`config.mk`:
```
export PLATFORM = sky130hd
export DESIGN_NAME = robot_controller
export DESIGN_NICKNAME = d
export VERILOG_FILES = /design/src/rtl/robot_pkg.sv /design/src/rtl/phase_timer.sv /design/src/rtl/robot_controller.sv
export SDC_FILE = /design/constraint.sdc
export NUM_CORES = 1
export LEC_CHECK = 0
export BUFFER_PORTS_ARGS = -buffer_cell sky130_fd_sc_hd__buf_2
export CAP_MARGIN = 20
export CORE_ASPECT_RATIO = 1.2
export CORE_UTILIZATION = 28
export CTS_BUF_LIST = sky130_fd_sc_hd__clkbuf_4 sky130_fd_sc_hd__clkbuf_8
export DETAILED_ROUTE_END_ITERATION = 12
export SLEW_MARGIN = 20
export SYNTH_ARGS = -nofsm -noshare
export SYNTH_HDL_FRONTEND = slang
export SYNTH_SLANG_ARGS = --single-unit
```
`constraint.sdc`:
```
create_clock -name clk -period 2.4 [get_ports clk]
set_input_delay 0.24 -clock clk [delete_from_list [all_inputs] [get_ports clk]]
set_output_delay 0.24 -clock clk [all_outputs]
set_load 0.05 [all_outputs]
```
`src/rtl/robot_pkg.sv`:
```
// Shared definitions for the wall-following cleaning robot controller.
// Holds the state encoding (also driven out on state_dbg) and the default
// timing parameters, so the controller and its bench agree on both.
package robot_pkg;

  // The numeric values are visible on state_dbg, so they are pinned explicitly.
  typedef enum logic [2:0] {
    S_IDLE   = 3'd0,
    S_WALK   = 3'd1,
    S_TURN_R = 3'd2,
    S_TURN_L = 3'd3,
    S_STEP   = 3'd4,
    S_CLEAN  = 3'd5,
    S_FAULT  = 3'd6
  } state_t;

  localparam int TURN_CYCLES_DEF = 16;
  localparam int STEP_CYCLES_DEF = 32;
  localparam int CLEAN_MIN_DEF   = 8;
  localparam int CLEAN_MAX_DEF   = 255;

  // States in which the phase counter advances.
  function automatic logic is_timed(state_t s);
    return (s == S_TURN_R) || (s == S_TURN_L) || (s == S_STEP) || (s == S_CLEAN);
  endfunction

endpackage

```
`src/rtl/phase_timer.sv`:
```
// 8-bit phase counter shared by all timed states of the robot controller.
// Ports:
//   clk    in  clock, rising edge
//   reset  in  synchronous, active-low; clears the count
//   clear  in  zero the count (asserted on the edge that enters a new state)
//   enable in  advance the count by one, saturating at 255
//   last   in  terminal value; done is high while count equals it
//   count  out current phase count (0 on the first cycle of a state)
//   done   out count == last
module phase_timer (
  input  logic       clk,
  input  logic       reset,
  input  logic       clear,
  input  logic       enable,
  input  logic [7:0] last,
  output logic [7:0] count,
  output logic       done
);

  always_ff @(posedge clk) begin
    if (!reset || clear) begin
      count <= 8'd0;
    end else if (enable && (count != 8'hFF)) begin
      count <= count + 8'd1;
    end
  end

  // A state lasting N cycles sees counts 0..N-1, so last is programmed as N-1.
  assign done = (count == last);

endmodule

```
`src/rtl/robot_controller.sv`:
```
// Wall-following cleaning robot controller: a Moore FSM that walks along a
// left-hand wall, turns away from frontal obstacles, steps forward after a
// left turn, and stops to remove trash, flagging a fault if cleaning hangs.
// Ports:
//   clk        in  clock, rising edge
//   reset      in  synchronous, active-low
//   head       in  front obstacle sensor (1 = obstacle)
//   left       in  left wall sensor (1 = wall present)
//   under      in  trash sensor (1 = trash under robot)
//   front      out drive forward
//   turn_right out rotate right
//   turn_left  out rotate left
//   remove     out trash-removal actuator
//   fault      out sticky cleaning-timeout flag
//   state_dbg  out current state encoding
module robot_controller
  import robot_pkg::*;
#(
  parameter int TURN_CYCLES = TURN_CYCLES_DEF,
  parameter int STEP_CYCLES = STEP_CYCLES_DEF,
  parameter int CLEAN_MIN   = CLEAN_MIN_DEF,
  parameter int CLEAN_MAX   = CLEAN_MAX_DEF
) (
  input  logic       clk,
  input  logic       reset,
  input  logic       head,
  input  logic       left,
  input  logic       under,
  output logic       front,
  output logic       turn_right,
  output logic       turn_left,
  output logic       remove,
  output logic       fault,
  output logic [2:0] state_dbg
);

  localparam logic [7:0] TURN_LAST      = 8'(TURN_CYCLES - 1);
  localparam logic [7:0] STEP_LAST      = 8'(STEP_CYCLES - 1);
  localparam logic [7:0] CLEAN_MIN_LAST = 8'(CLEAN_MIN - 1);
  localparam logic [7:0] CLEAN_MAX_LAST = 8'(CLEAN_MAX - 1);

  state_t     state;
  state_t     state_next;
  logic [7:0] count;
  logic [7:0] last;
  logic       done;
  logic       front_next;
  logic       turn_right_next;
  logic       turn_left_next;
  logic       remove_next;
  logic       fault_next;

  phase_timer u_timer (
    .clk    (clk),
    .reset  (reset),
    .clear  (state_next != state),
    .enable (is_timed(state)),
    .last   (last),
    .count  (count),
    .done   (done)
  );

  always_comb begin
    last = (state == S_STEP) ? STEP_LAST : TURN_LAST;
  end

  // Next-state logic. Trash always wins over obstacles; the obstacle is
  // picked up again from WALK once cleaning finishes.
  always_comb begin
    state_next = state;
    case (state)
      S_IDLE:   state_next = S_WALK;
      S_WALK: begin
        if (under)      state_next = S_CLEAN;
        else if (head)  state_next = S_TURN_R;
        else if (!left) state_next = S_TURN_L;
      end
      S_TURN_R: if (done) state_next = S_WALK;
      S_TURN_L: if (done) state_next = S_STEP;
      S_STEP: begin
        if (under)      state_next = S_CLEAN;
        else if (head)  state_next = S_TURN_R;
        else if (done)  state_next = S_WALK;
      end
      S_CLEAN: begin
        // Minimum dwell holds remove even if the trash clears early.
        if (!under && (count >= CLEAN_MIN_LAST))     state_next = S_WALK;
        else if (under && (count >= CLEAN_MAX_LAST)) state_next = S_FAULT;
      end
      S_FAULT:  state_next = S_FAULT;
      default:  state_next = S_WALK;  // unused code 7 behaves as IDLE
    endcase
  end

  // Commands decoded from the next state so they register on the same edge
  // as the state itself.
  always_comb begin
    front_next      = 1'b0;
    turn_right_next = 1'b0;
    turn_left_next  = 1'b0;
    remove_next     = 1'b0;
    fault_next      = 1'b0;
    case (state_next)
      S_WALK, S_STEP: front_next      = 1'b1;
      S_TURN_R:       turn_right_next = 1'b1;
      S_TURN_L:       turn_left_next  = 1'b1;
      S_CLEAN:        remove_next     = 1'b1;
      S_FAULT:        fault_next      = 1'b1;
      default:        ;
    endcase
  end

  always_ff @(posedge clk) begin
    if (!reset) begin
      state      <= S_IDLE;
      front      <= 1'b0;
      turn_right <= 1'b0;
      turn_left  <= 1'b0;
      remove     <= 1'b0;
      fault      <= 1'b0;
    end else begin
      state      <= state_next;
      front      <= front_next;
      turn_right <= turn_right_next;
      turn_left  <= turn_left_next;
      remove     <= remove_next;
      fault      <= fault_next;
    end
  end

  assign state_dbg = state;

endmodule

```
; Word level (Yosys, flattened, before mapping)
; Cells that the tools add are included.
[word_totals]
in_bits = 5
word_cells = 51
regBits = 16
[op_classes]
n_addsub = 1
magnitude_cmp = 2
n_mux = 16
n_eq_ne = 15
n_reduce_logical = 10
[ops]
columns = operator, n
row1 = $mux 3, 9
row2 = $eq 3x3->1 const B, 6
row3 = $pmux 3 s6, 1
row4 = $eq 3x2->1 const B, 4
row5 = $add 8x1->8 const B, 1
row6 = $eq 8x5->1, 1
row7 = $ge 8x3->1 const B, 1
row8 = $ge 8x8->1 const B, 1
row9 = $ne 8x8->1 const B, 1
row10 = $eq 3x1->1 const B, 2
row11 = $mux 1, 5
row12 = $mux 5, 1
row13 = $logic_or 1x1->1, 4
row14 = $logic_and 1x1->1, 3
row15 = $ne 3x3->1, 1
row16 = $logic_not 1->1, 2
row17 = $reduce_or 2->1, 1

; Logic depth before layout (Yosys ltp)
; Gate-level depths: netlist of run 1.
[depth]
ltp_word = 10
ltp_mapped = 7
mapped_depth_nobuf = 7

; Modules after synthesis
; From an unflattened synthesis of run 1, not the netlist that was laid out.
[hier_totals]
hier_cells = 133
area_unflattened_um2 = 1103.6
[by_module_without_submodules]
columns = mod, area_per_inst_um2, cells_each, instances
row1 = robot_controller, 560.5, 70, 1
row2 = phase_timer, 543.0, 63, 1

; Worst setup path before layout of run 1
; OpenSTA, ideal clock, no wires.
[synth_timing]
path_kind = reg-to-reg
startpoint = register state[0], in the netlist state_dbg[0]
endpoint = register u_timer.count[0]
required_time_ns = 2.323
slack_ns = 0.341
synth_period_minus_slack_ns = 2.059
t_arrival_ns = 1.982
setup_ns = 0.077
path_stages_with_launch = 7
path_buffers = 1
path_cell_list = dfxtp_1 buf_4 nand2b_1 a2111oi_0 a211o_1 nand4_2 nor3_2
[synth_between]
elab_chain_len = 9
[synth_rtl]
columns = item, line_no
row1 = start: declaration, robot_controller.sv:42  ; state_t state;
row2 = start signal: assignment, robot_controller.sv:122  ; state <= state_next;
row3 = $eq 3x3->1, "robot_pkg.sv:24, robot_controller.sv:64, robot_controller.sv:71"
row4 = $mux 5, robot_controller.sv:64  ; last = (state == S_STEP) ? STEP_LAST : TURN_LAST;
row5 = $eq 8x5->1, phase_timer.sv:29  ; assign done = (count == last);
row6 = $mux 3, "robot_controller.sv:78, robot_controller.sv:83"
row7 = $mux 3, robot_controller.sv:82  ; else if (head) state_next = S_TURN_R;
row8 = $mux 3, robot_controller.sv:81  ; if (under) state_next = S_CLEAN;
row9 = $pmux 3 s6, robot_controller.sv:71  ; case (state)
row10 = $ne 3x3->1, robot_controller.sv:56  ; .clear (state_next != state),
row11 = $logic_or 1x1->1, phase_timer.sv:21  ; if (!reset || clear) begin
row12 = end signal: assignment, phase_timer.sv:24  ; count <= count + 8'd1;
row13 = end: declaration, phase_timer.sv:16  ; output logic [7:0] count,
; Parallel ways exist; a longest one is shown, timed or not.
; A chain may end at the register's enable or synchronous reset.

; Final worst setup path of run 1
[layout_timing]
startpoint = register u_timer.count[1]
endpoint = register u_timer.count[7]
[layout_between]
elab_chain_len = 7
[layout_rtl]
columns = item, line_no
row1 = $ge 8x8->1 / $eq 8x5->1 (equally long branches), "robot_controller.sv:88, phase_timer.sv:29"
row2 = $logic_and 1x1->1 / $mux 3 (equally long branches), "robot_controller.sv:88, robot_controller.sv:78, robot_controller.sv:83"
row3 = $mux 3 (on tied branches), "robot_controller.sv:88, robot_controller.sv:82"
row4 = $mux 3 (on tied branches), "robot_controller.sv:87, robot_controller.sv:81"
row5 = $pmux 3 s6, robot_controller.sv:71
row6 = $ne 3x3->1, robot_controller.sv:56
row7 = $logic_or 1x1->1, phase_timer.sv:21
; Parallel ways exist; a longest one is shown, timed or not.

==> results.py, run 1 <==
metrics = {
    "status": {
        "status": "complete, no violations",
    },
    "logic_synthesis": {
        "synth-seq-cells": 16,
        "netlist-cell-type-count": 51,
        "ys_warn_count": 0,
        "synth_area_um2": 1110,
        "ys.flop_type": "dfxtp_1",
        "seq_area_frac_synth_pct": 28.8,
        "synth_area_per_cell_um2": 9.13,
        "synth-edff-count": 0,
        "synthArstFlopShare_pct": 0,
        "synth_nets": 129,
        "syn_inst": 122,
    },
    "timing": {
        "whs_ns": 0.244,
        "max_freq_mhz": 465,
        "post-route-min-period_ns": 2.15,
        "rsz0062_at_grt": "no",
        "finalSetupViolCount": 0,
        "worst_pin_slew_ns": 0.543,
        "fin_tns_setup_ns": 0,
        "fin_skew_ns": 0.00129,
        "final_max_slew_viol_count": 0,
        "timing.final.crit_share_pct": 89.5,
        "slew_headroom_pct": 63.7,
        "finalHoldViolCount": 0,
    },
    "placement": {
        "io_buffers": 12,
        "gp_congestion": 0.888,
        "post-dp-hpwl_um": 1810,
    },
    "routing": {
        "firstDrtPassIters": 4,
        "drc_errors": 0,
        "met2_length_um": 1140,
        "drt-total-wl_um": 2340,
        "met1_length_um": 1060,
        "dr_wl_met3_um": 70,
        "vias": 961,
        "via_per_inst": 5.19,
        "wl_per_cell_um": 12.6,
        "top_layer": "met4",
        "antenna_left": 0,
        "drtIter0Drc": 55,
    },
    "floorplanning": {
        "initial_utilization_pct": 29.9,
        "rows": 24,
        "core_area_um2": 3720,
        "io_pins": 13,
        "dieArea_um2": 4230,
        "chipHeight_um": 71.1,
        "die_w_um": 59.6,
    },
    "grt": {
        "grt_usage_pct": 12.6,
        "overflow": 0,
        "grt_pass1_wl_um": 4110,
        "grt_pass1_vias": 951,
        "grt_max_degree": 15,
        "antenna_found_initial": 0,
    },
    "worst_setup_path": {
        "critPathArrivalTime_ns": 2.32,
        "critPathKind": "register to register",
        "critPathRequiredTime_ns": 2.58,
        "startpoint_type": "register",
        "path_max_fanout": 8,
        "rrSetupSlack_ns": 0.25,
        "end_kind": "register",
    },
    "cells_and_area": {
        "syn_to_final_growth_pct": 14.0,
        "antenna_cells": 0,
        "fillers": 408,
        "drive_gt1_share_pct": 33.1,
        "nNetsFinal": 141,
    },
    "pwr": {
        "switching_share_pct": 35.9,
        "ir_worst_vdd_mv": 0.187,
        "leakage_nw": 0.456,
        "p_clk_share_pct": 30.3,
        "pwr-share-comb_pct": 32.4,
        "power.net_switching_w": 0.000285,
        "pwr-share-seq_pct": 37.3,
        "p_total_w": 0.000795,
        "p_int_w": 0.000510,
        "powerDensity_nw_per_um2": 626,
    },
    "clock_tree": {
        "cts_num_sinks": 16,
        "cts_tree": "built",
        "cts_buffers": 3,
        "clockRootBuffer": "clkbuf_8",
        "cts_hold_repair.buffers": 0,
        "cts_max_level": 1,
        "cts_resized": 0,
        "clockBufferDepth": 2,
        "clkTransAtPathRegs_ns": 0.06,
        "clk_latency_ns": 0.25,
        "cts_setup_buffers": 0,
    },
    "flow_run": {
        "maxCapViolations": 0,
    },
    "min_path": {
        "hold_class": "input pin to register",
    },
}
[cells in the final DEF, fill, tap and decap left out, drive strengths merged, types with 2 or more instances in the layout]
master,Yosys,routed
nand3,4,4
nor3,13,13
or4,2,2
nand4,2,2
inv,8,8
dfxtp,16,16
a2111oi,2,2
buf,6,14
nor4,2,2
o211ai,5,5
or2,2,2
nor2b,2,2
nor2,10,10
nor3b,2,2
xnor2,7,7
clkbuf,1,4
a211oi,4,4
nand2b,3,3
nand4b,2,2
ha,2,2
nand2,6,6
[power groups by stage]
stage          clock [W]  combinational [W]  sequential (W)
3_5_place_dp           0           0.000258        0.000302
2_1_floorplan          0           0.000162        0.000348
4_1_cts         0.000245           0.000258        0.000296
6_report        0.000241           0.000258        0.000296
3_3_place_gp           0           0.000255        0.000302
5_1_grt         0.000257           0.000280        0.000299
[cells by family (layout without fill, tap and decap cells)]
| kind of cell | Yosys count | count (layout) | synth area share (%) |
|---|---|---|---|
| and+or+nand+nor | 55 | 55 | 33.5 |
| AOI/OAI and AO/OA | 27 | 27 | 23.8 |
| DFF | 16 | 16 | 28.8 |
| buffers and inverters | 15 | 26 | 6.18 |
| xor gates and xnor gates | 7 | 7 | 5.51 |
| adders and majority gates | 2 | 2 | 2.25 |
[final cells by class]
type,count,area (um^2),share of cell area [%]
multi-input combinational,91,724,57.0
sequential,16,320,25.2
timing repair buffer,14,75.1,5.91
tap,52,65.1,5.12
clock buffer,4,55.1,4.33
inverter,8,30.0,2.36
[critical path: stages, from the launching register on]
cell	delay [ns]
dfxtp_1	0.36
ha_1	0.27
and3_1	0.24
a2111oi_0	0.41
a211o_1	0.24
nand4_2	0.30
nor3_2	0.24
[layer usage]
metal  track usage, %  up-vias
met1             15.1      446
met3             3.29        9
met4             6.72        0
met5                0        -
li1                 -      481
met2             20.3       25
[synth_stat cells (all sizes together), types with 3 or more instances]
cell type	number	area share, %
buf	6	3.1
inv	8	2.7
a211oi	4	4.3
nor3	13	9.9
dfxtp	16	29
nand2b	3	1.7
nand2	6	2.7
nand3	4	1.8
xnor2	7	5.5
o211ai	5	3.8
nor2	10	3.4
[final timing paths]
path,cells after the start,startpoint,to
worst max-delay path,6,u_timer.count[1],u_timer.count[7]
worst min-delay path,3,reset,state_dbg[1]
worst max register to register,6,u_timer.count[1],u_timer.count[7]
worst min register to register,2,u_timer.count[1],u_timer.count[1]
[stage by stage]
stage	cell area [um^2]	util, %	cells	setup WS (ns)
2_1_floorplan	1110	-	122	0.341
3_3_place_gp	1210	32.6	181	0.365
3_5_place_dp	1210	32.6	181	0.261
4_1_cts	1270	34.1	185	0.243
5_1_grt	1270	34.1	185	0.0866
6_report	1270	34.1	185	0.251
[flip-flops by register name, indices dropped and copies added (netlist names)]
signal	count
state_dbg	3
front	1
remove	1
turn_right	1
turn_left	1
fault	1
u_timer.count	8
Note: power is estimated with default switching activity, not from simulation.
==> inputs of run 2 (changes only) <==
Settings changed: CORE_UTILIZATION 28 to 44.
==> results.py, run 2 (same netlist as run 1, synthesis figures left out) <==
metrics = {
    "timing": {
        "fin_skew_ns": 0.00554,
        "rsz0062_at_grt": "no",
        "whs_ns": 0.227,
        "slew_headroom_pct": 63.5,
        "max_freq_mhz": 474,
        "worst_pin_slew_ns": 0.545,
        "fin_tns_setup_ns": 0,
        "finalHoldViolCount": 0,
        "finalSetupViolCount": 0,
        "setup_slack_ns": 0.292,
        "post-route-min-period_ns": 2.11,
        "final_max_slew_viol_count": 0,
        "timing.final.crit_share_pct": 87.8,
    },
    "placement": {
        "placed_cells": 160,
        "io_buffers": 12,
        "placed_cell_area_um2": 1190,
        "post-dp-hpwl_um": 1780,
        "gp_congestion": 0.860,
        "pre_cts_ws_ns": 0.302,
    },
    "floorplanning": {
        "core_area_um2": 2350,
        "io_pins": 13,
        "chipHeight_um": 57.1,
        "die_w_um": 47.9,
        "rows": 19,
        "initial_utilization_pct": 47.3,
        "dieArea_um2": 2740,
    },
    "cells_and_area": {
        "top_register": "u_timer.count",
        "design_area_um2": 1220,
        "largest_register_ffs": 8,
        "syn_to_final_growth_pct": 10.0,
        "final_common_cell": "dfxtp_1",
        "antenna_cells": 0,
        "fin_cells": 164,
        "drive_gt1_share_pct": 33.1,
        "nNetsFinal": 141,
        "final_cell_mix": "16 x dfxtp_1, 12 x buf_2, 10 x nor2_1",
    },
    "worst_setup_path": {
        "critPathRequiredTime_ns": 2.61,
        "startpoint_type": "register",
        "critPathKind": "register to register",
        "rrSetupSlack_ns": 0.29,
        "critPathArrivalTime_ns": 2.32,
        "path_max_fanout": 8,
        "end_kind": "register",
    },
    "grt": {
        "top_usage_layer": "met1",
        "grt_pass1_wl_um": 3930,
        "grt_pass1_vias": 859,
        "grt_usage_pct": 19.9,
        "gr-usage-met3_pct": 2.85,
        "grt_max_degree": 12,
        "use_met2_pct": 27.4,
        "overflow": 0,
        "met1_usage_pct": 29.7,
        "antenna_found_initial": 0,
    },
    "routing": {
        "via_per_inst": 5.82,
        "antenna_left": 0,
        "firstDrtPassIters": 4,
        "wl_per_cell_um": 14.6,
        "drtIter0Drc": 14,
        "drt-total-wl_um": 2390,
        "drc_errors": 0,
        "vias": 955,
    },
    "clock_tree": {
        "cts_tree": "built",
        "clk_latency_ns": 0.29,
        "clockBufferDepth": 2,
        "cts_setup_buffers": 0,
        "cts_num_sinks": 16,
        "clockRootBuffer": "clkbuf_4",
        "cts_max_level": 1,
        "cts_buffers": 3,
        "cts_hold_repair.buffers": 0,
        "clkTransAtPathRegs_ns": 0.09,
        "cts_resized": 0,
    },
    "status": {
        "status": "complete, no violations",
    },
    "pwr": {
        "ir_worst_vdd_mv": 0.522,
        "leakage_nw": 0.448,
        "powerDensity_nw_per_um2": 598,
    },
    "min_path": {
        "hold_class": "input pin to register",
    },
    "flow_run": {
        "maxCapViolations": 0,
    },
}
run 2: worst max-delay path, cell delays in order, from the launching register on:
cell       delay, ns
dfxtp_1         0.38
ha_1            0.27
and3_1          0.23
a2111oi_0       0.36
a211o_1         0.25
nand4_2         0.31
nor3_2          0.23
run 2: routing by layer:
metal / routed length [um] / part of all wire (%)
met3: 64 / 2.7
met2: 1060 / 44
met1: 1210 / 51
met5: 0 / 0
met4: 57 / 2.4
run 2: cell type report:
class | instances | area (um^2)
Inverter | 8 | 30.0
Clock buffer | 4 | 36.3
Sequential cell | 16 | 320
Multi-Input combinational cell | 91 | 724
Timing Repair Buffer | 14 | 75.1
Tap cell | 31 | 38.8
Fill cell | 223 | 1130
run 2: final timing paths:
path / start / to / depth (start not counted)
worst max-delay path: u_timer.count[1] / u_timer.count[5] / 6
worst min-delay path: reset / state_dbg[1] / 3
worst max register to register: u_timer.count[1] / u_timer.count[5] / 6
worst min register to register: u_timer.count[7] / u_timer.count[7] / 2
run 2: per-stage QoR:
stage | power [W] | utilization [%]
global placement | 0.000559 | 50.5
detailed placement | 0.000561 | 50.5
global route | 0.000772 | 52.0
floorplan | 0.000510 | -
CTS | 0.000739 | 52.0
finish | 0.000732 | 52.0
run 2: power breakdown:
| part | total, W | switching (W) | leakage [nW] | internal, W |
|---|---|---|---|---|
| logic | 0.000255 | 0.000173 | 0.297 | 0.0000823 |
| registers | 0.000300 | 0.0000180 | 0.130 | 0.000282 |
| clock network | 0.000177 | 0.0000847 | 0.0210 | 0.0000924 |
==> inputs of run 3 (changes only) <==
Settings changed: BUFFER_PORTS_ARGS -buffer_cell sky130_fd_sc_hd__buf_2 to -buffer_cell sky130_fd_sc_hd__clkbuf_2.
==> results.py, run 3 (same netlist as run 1, synthesis figures left out) <==
metrics = {
    "cells_and_area": {
        "nNetsFinal": 141,
        "syn_to_final_growth_pct": 10.0,
        "final_cell_mix": "16 x dfxtp_1, 12 x clkbuf_2, 10 x nor2_1",
        "fillers": 220,
        "drive_gt1_share_pct": 33.1,
        "antenna_cells": 0,
        "top_register": "u_timer.count",
        "final_common_cell": "dfxtp_1",
        "largest_register_ffs": 8,
    },
    "worst_setup_path": {
        "startpoint_type": "register",
        "cp-startpoint": "u_timer.count[1]",
        "r2r_cells": 6,
        "path_max_fanout": 8,
        "end_kind": "register",
        "r2r-start": "u_timer.count[1]",
        "critPathArrivalTime_ns": 2.34,
        "critPathRequiredTime_ns": 2.62,
        "critPathKind": "register to register",
    },
    "clock_tree": {
        "cts_buffers": 3,
        "cts_setup_buffers": 0,
        "cts_hold_repair.buffers": 0,
        "cts_num_sinks": 16,
        "clockBufferDepth": 2,
        "clockRootBuffer": "clkbuf_4",
        "clk_latency_ns": 0.29,
        "clkTransAtPathRegs_ns": 0.09,
        "cts_resized": 0,
        "cts_max_level": 1,
        "cts_tree": "built",
    },
    "floorplanning": {
        "initial_utilization_pct": 47.3,
        "chipHeight_um": 57.1,
        "die_w_um": 47.9,
        "dieArea_um2": 2740,
        "io_pins": 13,
        "rows": 19,
        "core_area_um2": 2350,
    },
    "timing": {
        "fin_tns_setup_ns": 0,
        "rsz0062_at_grt": "no",
        "whs_ns": 0.230,
        "finalHoldViolCount": 0,
        "finalSetupViolCount": 0,
        "fin_skew_ns": 0.00537,
        "slew_headroom_pct": 62.4,
        "post-route-min-period_ns": 2.12,
        "final_max_slew_viol_count": 0,
        "max_freq_mhz": 471,
        "worst_pin_slew_ns": 0.562,
        "timing.final.crit_share_pct": 88.5,
    },
    "routing": {
        "drt-total-wl_um": 2310,
        "firstDrtPassIters": 4,
        "drtIter0Drc": 37,
        "drc_errors": 0,
        "wl_per_cell_um": 14.1,
        "antenna_left": 0,
        "vias": 960,
        "via_per_inst": 5.85,
    },
    "grt": {
        "grt_pass1_vias": 858,
        "overflow": 0,
        "grt_usage_pct": 19.3,
        "grt_pass1_wl_um": 3820,
        "antenna_found_initial": 0,
        "grt_max_degree": 12,
    },
    "min_path": {
        "hold_class": "input pin to register",
        "hold_start": "reset",
        "min_path_cells": 3,
    },
    "pwr": {
        "switching_share_pct": 37.9,
        "pwr-share-comb_pct": 34.7,
        "powerDensity_nw_per_um2": 599,
        "leakage_nw": 0.444,
        "power.net_switching_w": 0.000278,
        "p_clk_share_pct": 24.4,
        "pwr-share-seq_pct": 40.9,
        "p_int_w": 0.000456,
        "ir_worst_vdd_mv": 0.493,
    },
    "status": {
        "status": "complete, no violations",
    },
    "flow_run": {
        "maxCapViolations": 0,
    },
    "placement": {
        "io_buffers": 12,
        "post-dp-hpwl_um": 1740,
        "gp_congestion": 0.875,
    },
}
-- run 3: changes by cell type in the layout (fill, tap and decap cells not counted), sizes merged --
cell,previous run,this run
clkbuf,4,16
buf,14,2
-- run 3: worst paths after layout --
check                                   endpoint  slack [ns]
worst max-delay path            u_timer.count[7]        0.28
worst min-delay path                state_dbg[1]        0.23
worst max register to register  u_timer.count[7]        0.28
worst min register to register  u_timer.count[1]        0.64
-- run 3: critical path: stages, from the launching register on --
cell       delay [ns]
dfxtp_1          0.38
ha_1             0.27
and3_1           0.23
a2111oi_0        0.38
a211o_1          0.24
nand4_2          0.31
nor3_2           0.24
-- run 3: cell type report --
| class | count | area (um^2) | share of cell area [%] |
|---|---|---|---|
| flip-flops and latches | 16 | 320 | 26.1 |
| repair buffers | 14 | 75.1 | 6.13 |
| multi-input cells | 91 | 724 | 59.1 |
| clock buffers | 4 | 36.3 | 2.96 |
| well taps | 31 | 38.8 | 3.17 |
| inverters | 8 | 30.0 | 2.45 |
-- run 3: power by group through the flow --
stage               clock [W]  sequential [W]  combinational [W]
global route         0.000199        0.000302           0.000275
global placement            0        0.000306           0.000253
finish               0.000179        0.000300           0.000255
CTS                  0.000183        0.000300           0.000254
detailed placement          0        0.000306           0.000253
floorplan                   0        0.000348           0.000162
-- run 3: stage by stage --
step / instance area [um^2] / cells / power (W) / util [%] / worst slack (ns)
floorplan: 1110 / 122 / 0.000510 / - / 0.341
global placement: 1190 / 160 / 0.000559 / 50.5 / 0.388
detailed placement: 1190 / 160 / 0.000559 / 50.5 / 0.313
CTS: 1220 / 164 / 0.000736 / 52.0 / 0.291
global route: 1220 / 164 / 0.000776 / 52.0 / 0.150
finish: 1220 / 164 / 0.000734 / 52.0 / 0.275
-- run 3: routing by layer --
| metal | vias to the layer above | global-route usage (%) | part of all wire (%) |
|---|---|---|---|
| met5 | - | 0 | 0 |
| met4 | 0 | 10.7 | 2.5 |
| met3 | 7 | 3.16 | 3.0 |
| met2 | 28 | 26.3 | 45 |
| met1 | 451 | 28.3 | 50 |
| li1 | 474 | - | - |
